`src/rtl/chrono_if.sv`:
```
// chrono_if: key inputs, live count and sequencer outputs of the stopwatch.
// slave = chrono_ctrl side, master = key/counter side.
interface chrono_if #(
  parameter int CW = 17
);
  logic          key_ss;
  logic          key_lr;
  logic [CW-1:0] count_in;
  logic          run;
  logic          clr;
  logic          freeze;
  logic [CW-1:0] disp;
  logic [1:0]    state_o;

  modport master (
    output key_ss, key_lr, count_in,
    input  run, clr, freeze, disp, state_o
  );

  modport slave (
    input  key_ss, key_lr, count_in,
    output run, clr, freeze, disp, state_o
  );
endinterface

```
`src/rtl/chrono_ctrl.sv`:
```
// chrono_ctrl: stopwatch key sequencer (sync, debounce, start/stop/lap/clear FSM).
// Ports: clk, rst (async active-low), bus (chrono_if.slave: key_ss, key_lr,
// count_in in; run, clr, freeze, disp, state_o out).
// Optional macro CHRONO_AUTOSTOP_EN: stop when count_in hits MAX_COUNT.
module chrono_deb #(
  parameter int DEB_CYCLES     = 250000,
  parameter int BTN_ACTIVE_LOW = 1
) (
  input  logic clk,
  input  logic rst,
  input  logic key,
  input  logic settled,
  output logic press
);
  localparam int CNTW = $clog2(DEB_CYCLES);
  localparam logic [CNTW-1:0] LAST = CNTW'(DEB_CYCLES - 1);
  localparam logic REL = (BTN_ACTIVE_LOW != 0);

  logic s1, s2;
  logic lvl;
  logic deb, deb_q;
  logic armed;
  logic [CNTW-1:0] cnt;

  always_ff @(posedge clk or negedge rst) begin
    if (!rst) begin
      s1 <= REL;
      s2 <= REL;
    end else begin
      s1 <= key;
      s2 <= s1;
    end
  end

  assign lvl = s2 ^ REL;

  always_ff @(posedge clk or negedge rst) begin
    if (!rst) begin
      deb <= 1'b0;
      cnt <= '0;
    end else if (lvl != deb) begin
      if (cnt == LAST) begin
        deb <= lvl;
        cnt <= '0;
      end else begin
        cnt <= cnt + 1'b1;
      end
    end else begin
      cnt <= '0;
    end
  end

  // armed only after a released level is seen once the synchroniser
  // has flushed, so a key held through reset never fires
  always_ff @(posedge clk or negedge rst) begin
    if (!rst) begin
      deb_q <= 1'b0;
      armed <= 1'b0;
    end else begin
      deb_q <= deb;
      armed <= armed | (settled & ~lvl & ~deb);
    end
  end

  assign press = deb & ~deb_q & armed;
endmodule

module chrono_ctrl #(
  parameter int DEB_CYCLES     = 250000,
  parameter int BTN_ACTIVE_LOW = 1,
  parameter int CW             = 17,
  parameter int MAX_COUNT      = 99999
) (
  input  logic     clk,
  input  logic     rst,
  chrono_if.slave  bus
);
  typedef enum logic [1:0] {
    IDLE = 2'b00,
    RUN  = 2'b01,
    LAP  = 2'b10,
    STOP = 2'b11
  } st_t;

`ifdef CHRONO_AUTOSTOP_EN
  localparam bit AUTOSTOP = 1'b1;
`else
  localparam bit AUTOSTOP = 1'b0;
`endif

  st_t state, state_nx;
  logic [1:0] settle;
  logic settled;
  logic ss, lr;
  logic at_max;
  logic lap_load;
  logic clr_nx;
  logic freeze_nx;
  logic clr_q;
  logic [CW-1:0] lap_reg;
  logic [CW-1:0] disp_q;

  always_ff @(posedge clk or negedge rst) begin
    if (!rst) begin
      settle <= 2'd0;
    end else if (settle != 2'd2) begin
      settle <= settle + 2'd1;
    end
  end

  assign settled = (settle == 2'd2);

  chrono_deb #(
    .DEB_CYCLES     (DEB_CYCLES),
    .BTN_ACTIVE_LOW (BTN_ACTIVE_LOW)
  ) u_deb_ss (
    .clk     (clk),
    .rst     (rst),
    .key     (bus.key_ss),
    .settled (settled),
    .press   (ss)
  );

  chrono_deb #(
    .DEB_CYCLES     (DEB_CYCLES),
    .BTN_ACTIVE_LOW (BTN_ACTIVE_LOW)
  ) u_deb_lr (
    .clk     (clk),
    .rst     (rst),
    .key     (bus.key_lr),
    .settled (settled),
    .press   (lr)
  );

  assign at_max = AUTOSTOP &&
                  (bus.count_in == CW'(MAX_COUNT));

  always_ff @(posedge clk or negedge rst) begin
    if (!rst) begin
      state <= IDLE;
    end else begin
      state <= state_nx;
    end
  end

  // ss always beats lr; the losing lr press is simply dropped
  always_comb begin
    state_nx = state;
    lap_load = 1'b0;
    clr_nx   = 1'b0;
    unique case (state)
      IDLE: begin
        if (ss) state_nx = RUN;
      end
      RUN: begin
        if (at_max || ss) begin
          state_nx = STOP;
        end else if (lr) begin
          state_nx = LAP;
          lap_load = 1'b1;
        end
      end
      LAP: begin
        if (at_max || ss) begin
          state_nx = STOP;
        end else if (lr) begin
          state_nx = RUN;
        end
      end
      STOP: begin
        if (ss) begin
          state_nx = RUN;
        end else if (lr) begin
          state_nx = IDLE;
          clr_nx   = 1'b1;
        end
      end
      default: state_nx = IDLE;
    endcase
  end

  assign freeze_nx = (state_nx == LAP);

  always_ff @(posedge clk or negedge rst) begin
    if (!rst) begin
      lap_reg <= '0;
      clr_q   <= 1'b0;
      disp_q  <= '0;
    end else begin
      if (lap_load) lap_reg <= bus.count_in;
      clr_q <= clr_nx;
      // on the capture edge the snapshot equals count_in anyway
      disp_q <= (freeze_nx && !lap_load) ? lap_reg
                                         : bus.count_in;
    end
  end

  always_comb begin
    bus.run     = (state == RUN) || (state == LAP);
    bus.freeze  = (state == LAP);
    bus.state_o = state;
    bus.clr     = clr_q;
    bus.disp    = disp_q;
  end
endmodule

```
`src/flat_wrapper.sv`:
```
// flat-port wrapper written by rule: the top's interface ports become plain ports
module chrono_ctrl_flat 
#(
  parameter int DEB_CYCLES     = 250000,
  parameter int BTN_ACTIVE_LOW = 1,
  parameter int CW             = 17,
  parameter int MAX_COUNT      = 99999
)
  (clk, rst, bus_key_ss, bus_key_lr, bus_count_in, bus_run, bus_clr, bus_freeze, bus_disp, bus_state_o);
  chrono_if #(.CW(CW)) bus_i ();
  input  logic clk;
  input  logic rst;
  input wire logic [$bits(bus_i.key_ss)-1:0] bus_key_ss;
  input wire logic [$bits(bus_i.key_lr)-1:0] bus_key_lr;
  input wire logic [$bits(bus_i.count_in)-1:0] bus_count_in;
  output wire logic [$bits(bus_i.run)-1:0] bus_run;
  output wire logic [$bits(bus_i.clr)-1:0] bus_clr;
  output wire logic [$bits(bus_i.freeze)-1:0] bus_freeze;
  output wire logic [$bits(bus_i.disp)-1:0] bus_disp;
  output wire logic [$bits(bus_i.state_o)-1:0] bus_state_o;
  assign bus_i.key_ss = bus_key_ss;
  assign bus_i.key_lr = bus_key_lr;
  assign bus_i.count_in = bus_count_in;
  assign bus_run = bus_i.run;
  assign bus_clr = bus_i.clr;
  assign bus_freeze = bus_i.freeze;
  assign bus_disp = bus_i.disp;
  assign bus_state_o = bus_i.state_o;
  chrono_ctrl #(.DEB_CYCLES(DEB_CYCLES), .BTN_ACTIVE_LOW(BTN_ACTIVE_LOW), .CW(CW), .MAX_COUNT(MAX_COUNT)) u_core (.clk(clk), .rst(rst), .bus(bus_i));
endmodule
```
`config.mk`:
```
export PLATFORM = sky130hd
export DESIGN_NAME = chrono_ctrl_flat
export DESIGN_NICKNAME = d
export VERILOG_FILES = /design/src/rtl/chrono_if.sv /design/src/rtl/chrono_ctrl.sv /design/src/flat_wrapper.sv
export SDC_FILE = /design/constraint.sdc
export NUM_CORES = 1
export LEC_CHECK = 0
export CORE_UTILIZATION = 49
export DETAILED_ROUTE_END_ITERATION = 6
export HOLD_SLACK_MARGIN = 0.03
export PLACE_DENSITY = 0.69
export SKIP_CTS_REPAIR_TIMING = 1
export SLEW_MARGIN = 10
export SYNTH_ARGS = -nofsm -noshare
export SYNTH_HDL_FRONTEND = slang
export SYNTH_SLANG_ARGS = --single-unit
```
`constraint.sdc`:
```
create_clock -name clk -period 2.6 [get_ports clk]
set_clock_uncertainty 0.2 [all_clocks]
set_input_delay 0.78 -clock clk [delete_from_list [all_inputs] [get_ports clk]]
set_output_delay 0.78 -clock clk [all_outputs]
set_load 0.01 [all_outputs]
```
==> flow_metrics.tcl <==
set metrics [dict create \
    cap_violations 0 \
    setup_viol 0 \
    fillers 583 \
    synth_edf_count 0 \
    synthDistinctLibCells 36 \
    fin_crit_sh_pct 92.7 \
    syn-num-nets 327 \
    start_util_pct 50.6 \
    vias 2332 \
    fmax_ghz 0.415 \
    cp-end-kind "register" \
    clk-insertion-delay-late_ns 0.36 \
    synth_top_flop_cell "dfrtp_1" \
    cts.clk_slew.worst_paths_ns 0.09 \
    yosysMostFrequentCell "dfrtp_1" \
    insertedDiodeCount 0 \
    grt_max_degree 33 \
    path_class "register to register" \
    clockBufferDepth 2 \
    synth_seq_area_share_pct 58.4 \
    worst_ep_required_time_ns 2.65 \
    fin_area_um2 4450 \
    p_total_mw 2.42 \
    stdcell_count 460 \
    ys_ff_latch 85 \
    yosysTopAreaCell "dfrtp_1" \
    drt_wl_total_um 6030 \
    num_rows 31 \
    grt_setup_unrepaired "no" \
    ir_drop_v 0.000305 \
    finalSetupTns_ns 0 \
    antenna_found_initial 0 \
    cts_buffers 9 \
    drt_iter0_drc 70 \
    hpwl_um 4150 \
    outcome "finished, final reports clean" \
    via_per_inst 5.07 \
    crit_arrival_ns 2.46 \
    slew_headroom_pct 59.7 \
    io_buffers 42 \
    io-pin-count 43 \
    die_h_um 88.3 \
    grt_usage_pct 17.4 \
    cts_tree "yes" \
    critPathLaunchType "register" \
    r2r-start "u_core.bus.state_o[1]" \
    async_flop_share_pct 100 \
    dp_cells 442 \
    drt-wirelength-per-cell_um 13.1 \
    synth_common_cells "dfrtp_1 (81), nor2_1 (51), mux2_2 (24)" \
    dieWidth_um 88.3 \
    yosysTopAreaCellShare_pct 55.5 \
    syn_inst 299 \
    ant_nets 0 \
    synth_area_um2 3650 \
    hold_class "primary input to asynchronous set/reset pin" \
    area_growth_pct 21.9 \
    syn_area_per_cell_um2 12.2 \
    slew_viol_final 0 \
    drc_errors 0 \
    min_period_ns 2.41 \
    p_leak_nw 1.99 \
    die-area_um2 7800 \
    dpl-instance-area_um2 4230 \
    tightest_slew_ns 0.596 \
    critPathMaxFanout 17 \
    place_congestion 0.737 \
    htreeDepth 3 \
    ys_warn_count 0 \
    grt_pass1_vias 2276 \
    ys_top_cells_by_area "dfrtp_1 (56%), mux2_2 (7.4%), nor2_1 (5.2%), xor2_1 (5.0%), mux2_4 (4.1%)" \
    power.density_nw_per_um2 544 \
    clock_sinks 85 \
    overflow 0 \
    crit_start "u_core.bus.state_o[1]" \
    clockRootBuffer "clkbuf_8" \
    drive_gt1_share_pct 18.6 \
    grt_pass1_wl_um 10300 \
    largestRegisters "u_core.u_deb_lr.cnt (18), u_core.u_deb_ss.cnt (18)" \
    core_um2 7210 \
    first_pass_iters 4 \
    hold_viol_final 0 \
    fin_nets 384 \
]
-- where the power goes --
| part | switching [mW] | total, mW | internal [mW] |
|---|---|---|---|
| clock | 0.517 | 0.887 | 0.370 |
| sequential | 0.0191 | 1.38 | 1.36 |
| combinational | 0.0661 | 0.155 | 0.0885 |
| total | 0.602 | 2.42 | 1.82 |
-- kinds of logic after synthesis --
group                    after synthesis  share of synthesized area, %
XOR/XNOR                              35                          8.40
buffers and inverters                 13                          1.68
multiplexers                          34                          11.5
AND/OR/NAND/NOR                      109                          14.5
adder cells (fa/ha/maj)                7                          2.40
flip-flops                            85                          58.4
AO/OA/AOI/OAI                         16                          3.05
-- per-layer routing --
layer  global-route usage (%)  wire length [µm]  up-vias
li1                         -                 -     1129
met1                     22.7              2800     1165
met2                     27.2              2950       28
met3                     5.32               183       10
met4                     7.33               103        0
met5                        0                 0        -
-- worst paths after layout --
kind	end	slack [ns]	depth (start not counted)
worst max-delay path	u_core.bus.disp[14]	0.19	8
max in group asynchronous	u_core.u_deb_ss.s2	1.59	2
worst min-delay path	u_core.u_deb_ss.cnt[2]	0.06	1
worst max register to register	u_core.bus.disp[14]	0.19	8
min in group clk	u_core.u_deb_ss.s2	0.16	0
worst min register to register	u_core.u_deb_ss.s2	0.16	0
-- cell type report --
cell class | instances | area, µm² | area share (%)
Inverter | 8 | 30.0 | 0.675
Sequential cell | 85 | 2130 | 47.9
Clock inverter | 7 | 63.8 | 1.43
Multi-Input combinational cell | 201 | 1460 | 32.8
Clock buffer | 9 | 124 | 2.78
Timing Repair Buffer | 51 | 515 | 11.6
Tap cell | 99 | 124 | 2.78
-- critical path, stage by stage (launching register included) --
cell and delay, ns:
dfrtp_1 0.42, buf_4 0.15, ha_1 0.21, nor4_1 0.27
o21ai_0 0.11, a311o_1 0.30, nand3b_4 0.17, buf_12 0.18
mux2_4 0.30
-- stage by stage --
| stage | worst slack [ns] | hold slack [ns] | util [%] |
|---|---|---|---|
| floorplan | 0.194 | 0.145 | - |
| global placement | 0.152 | 0.147 | 58.6 |
| detailed placement | 0.0884 | 0.148 | 58.6 |
| CTS | -0.148 | 0.0462 | 61.2 |
| global route | 0.0367 | 0.0475 | 61.7 |
| finish | 0.189 | 0.0565 | 61.7 |
-- placed cells by master, fill, tap and decap left out, types with 2 or more instances in the layout --
cell and count:
and4_1 2, dfrtp_1 81, mux2_4 10, nor4b_1 2, o21ai_0 6, clkbuf_8 9
and2_1 2, mux2_2 24, nor2_1 51, nand3_1 14, inv_6 4, dlymetal6s2s_1 2
nand2_1 15, dfstp_2 4, o21ai_1 2, buf_12 2, inv_1 8, buf_4 8
o21bai_1 2, xnor2_1 14, nand4_1 10, xor2_1 21, nand4b_1 2, clkdlybuf4s50_1 39
and3_1 2, ha_1 6, o31ai_1 2, clkinv_4 2, nor4_1 3
No activity file was read; power rests on OpenSTA's default activity.
